`src/rtl/layer_seq_pkg.sv`:
```
// Shared types and config-field layout for the layer sequencer.
// Packed entry: {ups, mp_stride, mp_mode, n_filt, ksize, ifm_ch, ifm_size}.
package layer_seq_pkg;

  localparam int CFG_W = 37;

  localparam int IFM_SIZE_LSB = 0;
  localparam int IFM_SIZE_W   = 9;
  localparam int IFM_CH_LSB   = 9;
  localparam int IFM_CH_W     = 11;
  localparam int KSIZE_LSB    = 20;
  localparam int KSIZE_W      = 2;
  localparam int NFILT_LSB    = 22;
  localparam int NFILT_W      = 11;
  localparam int MPMODE_LSB   = 33;
  localparam int MPSTR_LSB    = 34;
  localparam int MPSTR_W      = 2;
  localparam int UPS_LSB      = 36;

  typedef logic [CFG_W-1:0] cfg_t;

  typedef enum logic [2:0] {
    S_IDLE,
    S_LOAD,
    S_START,
    S_WAIT,
    S_NEXT,
    S_FINISH
  } state_t;

  function automatic logic [IFM_SIZE_W-1:0] f_ifm_size(cfg_t c);
    return c[IFM_SIZE_LSB +: IFM_SIZE_W];
  endfunction

  function automatic logic [IFM_CH_W-1:0] f_ifm_ch(cfg_t c);
    return c[IFM_CH_LSB +: IFM_CH_W];
  endfunction

  function automatic logic [KSIZE_W-1:0] f_ksize(cfg_t c);
    return c[KSIZE_LSB +: KSIZE_W];
  endfunction

  function automatic logic [NFILT_W-1:0] f_nfilt(cfg_t c);
    return c[NFILT_LSB +: NFILT_W];
  endfunction

  function automatic logic f_mp_mode(cfg_t c);
    return c[MPMODE_LSB];
  endfunction

  function automatic logic [MPSTR_W-1:0] f_mp_str(cfg_t c);
    return c[MPSTR_LSB +: MPSTR_W];
  endfunction

  function automatic logic f_ups(cfg_t c);
    return c[UPS_LSB];
  endfunction

endpackage

```
`src/rtl/layer_cfg_table.sv`:
```
// Per-layer configuration register file.
// Synchronous write, asynchronous read; contents are not reset.
module layer_cfg_table
  import layer_seq_pkg::*;
#(
  parameter  int DEPTH = 32,
  localparam int AW    = $clog2(DEPTH)
) (
  input  logic          clk,
  input  logic          i_we,
  input  logic [AW-1:0] i_waddr,
  input  cfg_t          i_wdata,
  input  logic [AW-1:0] i_raddr,
  output cfg_t          o_rdata
);

  cfg_t r_mem [DEPTH];

  always_ff @(posedge clk) begin
    if (i_we) r_mem[i_waddr] <= i_wdata;
  end

  assign o_rdata = r_mem[i_raddr];

endmodule

```
`src/rtl/layer_sequencer.sv`:
```
// Steps the accelerator through a table of per-layer configs.
// LAYER_SEQUENCER_PERF_EN adds per-layer cycle counters.
module layer_sequencer
  import layer_seq_pkg::*;
#(
  parameter  int MAX_LAYERS = 32,
  localparam int LIDX_W     = $clog2(MAX_LAYERS)
) (
  input  logic              clk,
  input  logic              rst_n,
  input  logic              cfg_we,
  input  logic [LIDX_W-1:0] cfg_waddr,
  input  logic [CFG_W-1:0]  cfg_wdata,
  input  logic [LIDX_W:0]   num_layers,
  input  logic              run,
  input  logic              abort,
  input  logic              layer_done,
  output logic              start,
  output logic [8:0]        ifm_size,
  output logic [10:0]       ifm_channel,
  output logic [1:0]        kernel_size,
  output logic [10:0]       num_filter,
  output logic              maxpool_mode,
  output logic [1:0]        maxpool_stride,
  output logic              upsample_mode,
  output logic              buf_sel,
  output logic [LIDX_W-1:0] cur_layer,
  output logic              busy,
  output logic              all_done
`ifdef LAYER_SEQUENCER_PERF_EN
  ,
  output logic [31:0]       layer_cycles,
  output logic [31:0]       last_layer_cycles
`endif
);

  localparam logic [LIDX_W:0] MAXN = (LIDX_W+1)'(MAX_LAYERS);

  state_t            r_state, w_state_nxt;
  logic [LIDX_W-1:0] r_idx;
  logic [LIDX_W:0]   r_count, w_count;
  cfg_t              r_cfg, w_rd_cfg;
  logic              r_buf, r_start, r_done, r_busy;
  logic              w_abort, w_last, w_we;
  logic              w_go, w_load, w_adv;
  logic              w_start, w_done, w_busy;

  assign w_abort = abort && (r_state != S_IDLE);
  assign w_last  = ({1'b0, r_idx} + (LIDX_W+1)'(1)) == r_count;
  assign w_count = (num_layers > MAXN) ? MAXN : num_layers;
  assign w_we    = cfg_we && (r_state == S_IDLE)
                && ({1'b0, cfg_waddr} < MAXN);

  layer_cfg_table #(.DEPTH(MAX_LAYERS)) u_tbl (
    .clk     (clk),
    .i_we    (w_we),
    .i_waddr (cfg_waddr),
    .i_wdata (cfg_wdata),
    .i_raddr (r_idx),
    .o_rdata (w_rd_cfg)
  );

  always_ff @(posedge clk or negedge rst_n) begin
    if (!rst_n) r_state <= S_IDLE;
    else        r_state <= w_state_nxt;
  end

  always_comb begin
    w_state_nxt = r_state;
    if (w_abort) begin
      w_state_nxt = S_IDLE;
    end else begin
      unique case (r_state)
        S_IDLE: begin
          if (run)
            w_state_nxt = (num_layers == '0) ? S_FINISH : S_LOAD;
        end
        S_LOAD:   w_state_nxt = S_START;
        S_START:  w_state_nxt = S_WAIT;
        S_WAIT:   if (layer_done) w_state_nxt = S_NEXT;
        S_NEXT:   w_state_nxt = w_last ? S_FINISH : S_LOAD;
        S_FINISH: w_state_nxt = S_IDLE;
        default:  w_state_nxt = S_IDLE;
      endcase
    end
  end

  always_comb begin
    w_go    = 1'b0;
    w_load  = 1'b0;
    w_adv   = 1'b0;
    w_start = 1'b0;
    w_done  = 1'b0;
    w_busy  = (r_state != S_IDLE);
    if (!w_abort) begin
      unique case (r_state)
        S_IDLE:   w_go    = run && (num_layers != '0);
        S_LOAD:   w_load  = 1'b1;
        S_START:  w_start = 1'b1;
        S_NEXT:   w_adv   = 1'b1;
        S_FINISH: w_done  = 1'b1;
        default:  ;
      endcase
    end
  end

  // Pulses and busy are registered so they trail the state by one cycle.
  always_ff @(posedge clk or negedge rst_n) begin
    if (!rst_n) begin
      r_idx   <= '0;
      r_count <= '0;
      r_cfg   <= '0;
      r_buf   <= 1'b0;
      r_start <= 1'b0;
      r_done  <= 1'b0;
      r_busy  <= 1'b0;
    end else begin
      r_start <= w_start;
      r_done  <= w_done;
      r_busy  <= w_busy;
      if (w_go) begin
        r_idx   <= '0;
        r_count <= w_count;
      end else if (w_adv && !w_last) begin
        r_idx <= r_idx + 1'b1;
      end
      if (w_load) r_cfg <= w_rd_cfg;
      if (w_adv)  r_buf <= ~r_buf;
    end
  end

  assign start          = r_start && !abort;
  assign all_done       = r_done;
  assign busy           = r_busy;
  assign buf_sel        = r_buf;
  assign cur_layer      = r_idx;
  assign ifm_size       = f_ifm_size(r_cfg);
  assign ifm_channel    = f_ifm_ch(r_cfg);
  assign kernel_size    = f_ksize(r_cfg);
  assign num_filter     = f_nfilt(r_cfg);
  assign maxpool_mode   = f_mp_mode(r_cfg);
  assign maxpool_stride = f_mp_str(r_cfg);
  assign upsample_mode  = f_ups(r_cfg);

`ifdef LAYER_SEQUENCER_PERF_EN
  logic [31:0] r_cyc, r_last_cyc, w_cyc_inc;

  assign w_cyc_inc = (r_cyc == '1) ? r_cyc : r_cyc + 32'd1;

  always_ff @(posedge clk or negedge rst_n) begin
    if (!rst_n) begin
      r_cyc      <= '0;
      r_last_cyc <= '0;
    end else begin
      if (r_state == S_START)     r_cyc <= '0;
      else if (r_state == S_WAIT) r_cyc <= w_cyc_inc;
      if (r_state == S_WAIT && layer_done && !w_abort)
        r_last_cyc <= w_cyc_inc;
    end
  end

  assign layer_cycles      = r_cyc;
  assign last_layer_cycles = r_last_cyc;
`endif

endmodule

```
`config.mk`:
```
export PLATFORM = sky130hd
export DESIGN_NAME = layer_sequencer
export DESIGN_NICKNAME = d
export VERILOG_FILES = /design/src/rtl/layer_seq_pkg.sv /design/src/rtl/layer_cfg_table.sv /design/src/rtl/layer_sequencer.sv
export SDC_FILE = /design/constraint.sdc
export NUM_CORES = 1
export LEC_CHECK = 0
export BUFFER_PORTS_ARGS = -buffer_cell sky130_fd_sc_hd__clkbuf_2
export CAP_MARGIN = 20
export CELL_PAD_IN_SITES_DETAIL_PLACEMENT = 1
export CELL_PAD_IN_SITES_GLOBAL_PLACEMENT = 1
export CORE_MARGIN = 3
export CORE_UTILIZATION = 48
export CTS_CLUSTER_DIAMETER = 80
export DETAILED_ROUTE_END_ITERATION = 12
export HOLD_SLACK_MARGIN = 0.08
export PLACE_DENSITY_LB_ADDON = 0.15
export SLEW_MARGIN = 20
export SYNTH_ARGS = -nofsm -noshare
export SYNTH_HDL_FRONTEND = slang
export SYNTH_SLANG_ARGS = --single-unit
export TNS_END_PERCENT = 10
```
`constraint.sdc`:
```
create_clock -name clk -period 5 [get_ports clk]
set_clock_uncertainty 0.15 [all_clocks]
set_input_delay 1 -clock clk [delete_from_list [all_inputs] [get_ports clk]]
set_output_delay 1 -clock clk [all_outputs]
set_load 0.1 [all_outputs]
```
==> qor.csv <==
metric,value,unit
Critical Path RT,3.85,ns
post-CTS sizing,0,
Core ar.,0.09856,mm2
Critical-path top delay cell,dfrtp_4,
fraction of layout cells with a size suffix above 1,28.45,%
RSZ-0062 raised after global routing,false,
critical path startpoint category,flip-flop,
gpl congestion,0.7945,
GR Overflow Total,0,
crit path DAT,2.56,ns
Yosys cell types,53,
Setup WS post-layout,1.293,ns
Final TNS setup,0,ns
row cnt,115,
"area leader, netlist",edfxtp_1,
setup violators final,0,
Multi-input gate area,0.01042,mm2
max incr delay on CP,0.95,ns
IO Count,100,
hold_buf cts,0,
Max-Cap Viols,0,
Post-CTS Setup Repair Bufs,0,
largest net degree at the start of global routing,74,
number of global-route vias before repair,24949,
buffers added on ports,99,
dominant synthesized flop cell,edfxtp_1,
synthesized area,0.04783,mm2
Sequential Area,0.03694,mm2
Post-synth top cells,"edfxtp_1, mux4_2, mux2i_1",
syn_area_per_cell,21.62,um2
first-pass GRT wire length,181.7,mm
crit-path max FO,41,
slack of the worst reg-to-reg path,1.38,ns
Crit. path cell count,2,
"Design Area, Final",0.05447,mm2
Pins Over Slew Limit,0,
end-of-flow core utilization,55.26,%
routed len/inst,33.16,um
ANT nets after route,0,
placed cell area,0.05018,mm2
Highest Clock Rate,0.2697,GHz
Pwr Density,445.1,mW/mm2
die area,0.1035,mm2
DR pass1 iterations,5,
Post-synth EDFFs,1184,
relative slew slack,28.12,%
First DRT Iteration DRCs,2433,
root buffer cell,clkbuf_16,
Worst-Margin Slew,1.078,ns
dpl hpwl,74.54,mm
initial antenna violation count,8,
Leak Pwr,16.79,nW
clock slew seen by the registers of the worst setup and hold paths,0.06,ns
vias per cell,6.243,
crit path time final,3.707,ns
Critical Path End Type,primary output,
Yosys reg bits,1239,
starting density of the core,48.53,%
Synthesized Nets,2268,
Top Family by Delay on Critical Path,flip-flops,
"critical path, cell by cell",buf_12 -> clkbuf_2,
worst r2r path cells,6,
top-area cell type share of the netlist area,74.33,%
Syn. warnings,0,
Place WS,1.260,ns
worst vdd ir,0.0003386,V
sequential area share after synthesis,77.20,%
cells after synthesis,2213,
area delta synth->final,13.86,%
Critical path buffers and inverters,2,
Max clock buf depth,3,
Via Count,23691,
Die Ht,321.7,um
gr usage total,24.71,%
CTS tree,built,
CP Class,flip-flop to primary output,
fin nets,2456,
Remaining DRCs,0,
r2r startpoint,r_state[0],
CTS sink count,1239,
fillcell total,8337,
final hold vios,0,
Num CTS Buffers,131,
final wirelength,125.8,mm
crit share post-route,74.15,%
Crit Reg-Reg Endpoint,u_tbl.r_mem[22][2],
die width,321.7,um
Async SR Flop Fraction,4.439,%
Hold Path Class,input pin to asynchronous set/reset pin,
worst hold margin,0.3148,ns
most frequent cell after synthesis,edfxtp_1,
Clock Latency Late Sink,0.74,ns
status,finished clean,
"top cells by area, synth","edfxtp_1, mux4_2, mux2i_1",
H-tree Lvls,4,
[cells in the final DEF (no fill, tap or decap), types with 24 or more instances in the layout]
cell type / n
mux2_2: 47
clkbuf_2: 98
nor2_1: 24
mux4_2: 238
clkbuf_1: 32
nor2_4: 33
a22o_1: 26
edfxtp_1: 1184
dfrtp_1: 51
nand2_1: 64
mux2i_1: 166
nor2b_1: 24
clkbuf_16: 136
o21ai_0: 26
buf_4: 68
a211oi_1: 33
[per-layer routing]
metal / vias up / part of all wire [%] / GRT usage [%]
met5: - / 0.034 / 0
met4: 6 / 2.3 / 6.899
met3: 174 / 7.2 / 4.895
met2: 943 / 48 / 39.33
met1: 12912 / 42 / 35.23
li1: 9656 / - / -
[through the flow]
| step | power, mW | instances |
|---|---|---|
| 5_1_grt | 24.99 | 3793 |
| 6_report | 24.24 | 3795 |
| 3_3_place_gp | 14.77 | 3555 |
| 4_1_cts | 24.45 | 3793 |
| 2_1_floorplan | 13.97 | 2213 |
| 3_5_place_dp | 14.82 | 3555 |
[state kept, by name (all words and copies together), names as in the netlist]
register	count
r_state	3
buf_sel	1
u_tbl.r_mem	1184
busy	1
r_cfg	37
r_count	6
r_start	1
cur_layer	5
all_done	1
[logic make-up after synthesis]
kind of cell    count (synthesis)  share of synthesized area [%]
compound gates                198                          3.220
xor+xnor                        7                         0.1282
mux                           454                          15.95
buf+inv                       123                          1.577
fa+ha+maj                       1                        0.02615
flops                        1239                          77.20
simple gates                  191                          1.894
[power breakdown]
group          switching (mW)  total (mW)  internal [mW]
combinational            2.03        2.66          0.630
sequential              0.278        11.9           11.7
clock                    4.02        9.65           5.63
total                    6.32        24.2           17.9
[how the worst max path moves through the flow]
| stage | from | to | slack, ns |
|---|---|---|---|
| 2_1_floorplan | cfg_we | u_tbl.r_mem[12][0] | 1.29 |
| 3_3_place_gp | cfg_we | u_tbl.r_mem[22][34] | 1.38 |
| 3_5_place_dp | cfg_we | u_tbl.r_mem[22][35] | 1.26 |
| 4_1_cts | cur_layer[1] | cur_layer[1] | 1.18 |
| 5_1_grt | r_state[0] | u_tbl.r_mem[22][2] | 1.14 |
| 6_report | cur_layer[1] | cur_layer[1] | 1.29 |
[final cells by class]
| cell class | count | share of cell area [%] |
|---|---|---|
| sequential | 1239 | 67.83 |
| tap | 1287 | 2.957 |
| clock inverter | 60 | 1.144 |
| clock buffer | 178 | 6.722 |
| multi-input combinational | 851 | 19.12 |
| inverter | 2 | 0.01378 |
| antenna | 2 | 0.009189 |
| timing repair buffer | 176 | 2.205 |
Note: power is estimated with default switching activity, not from simulation.
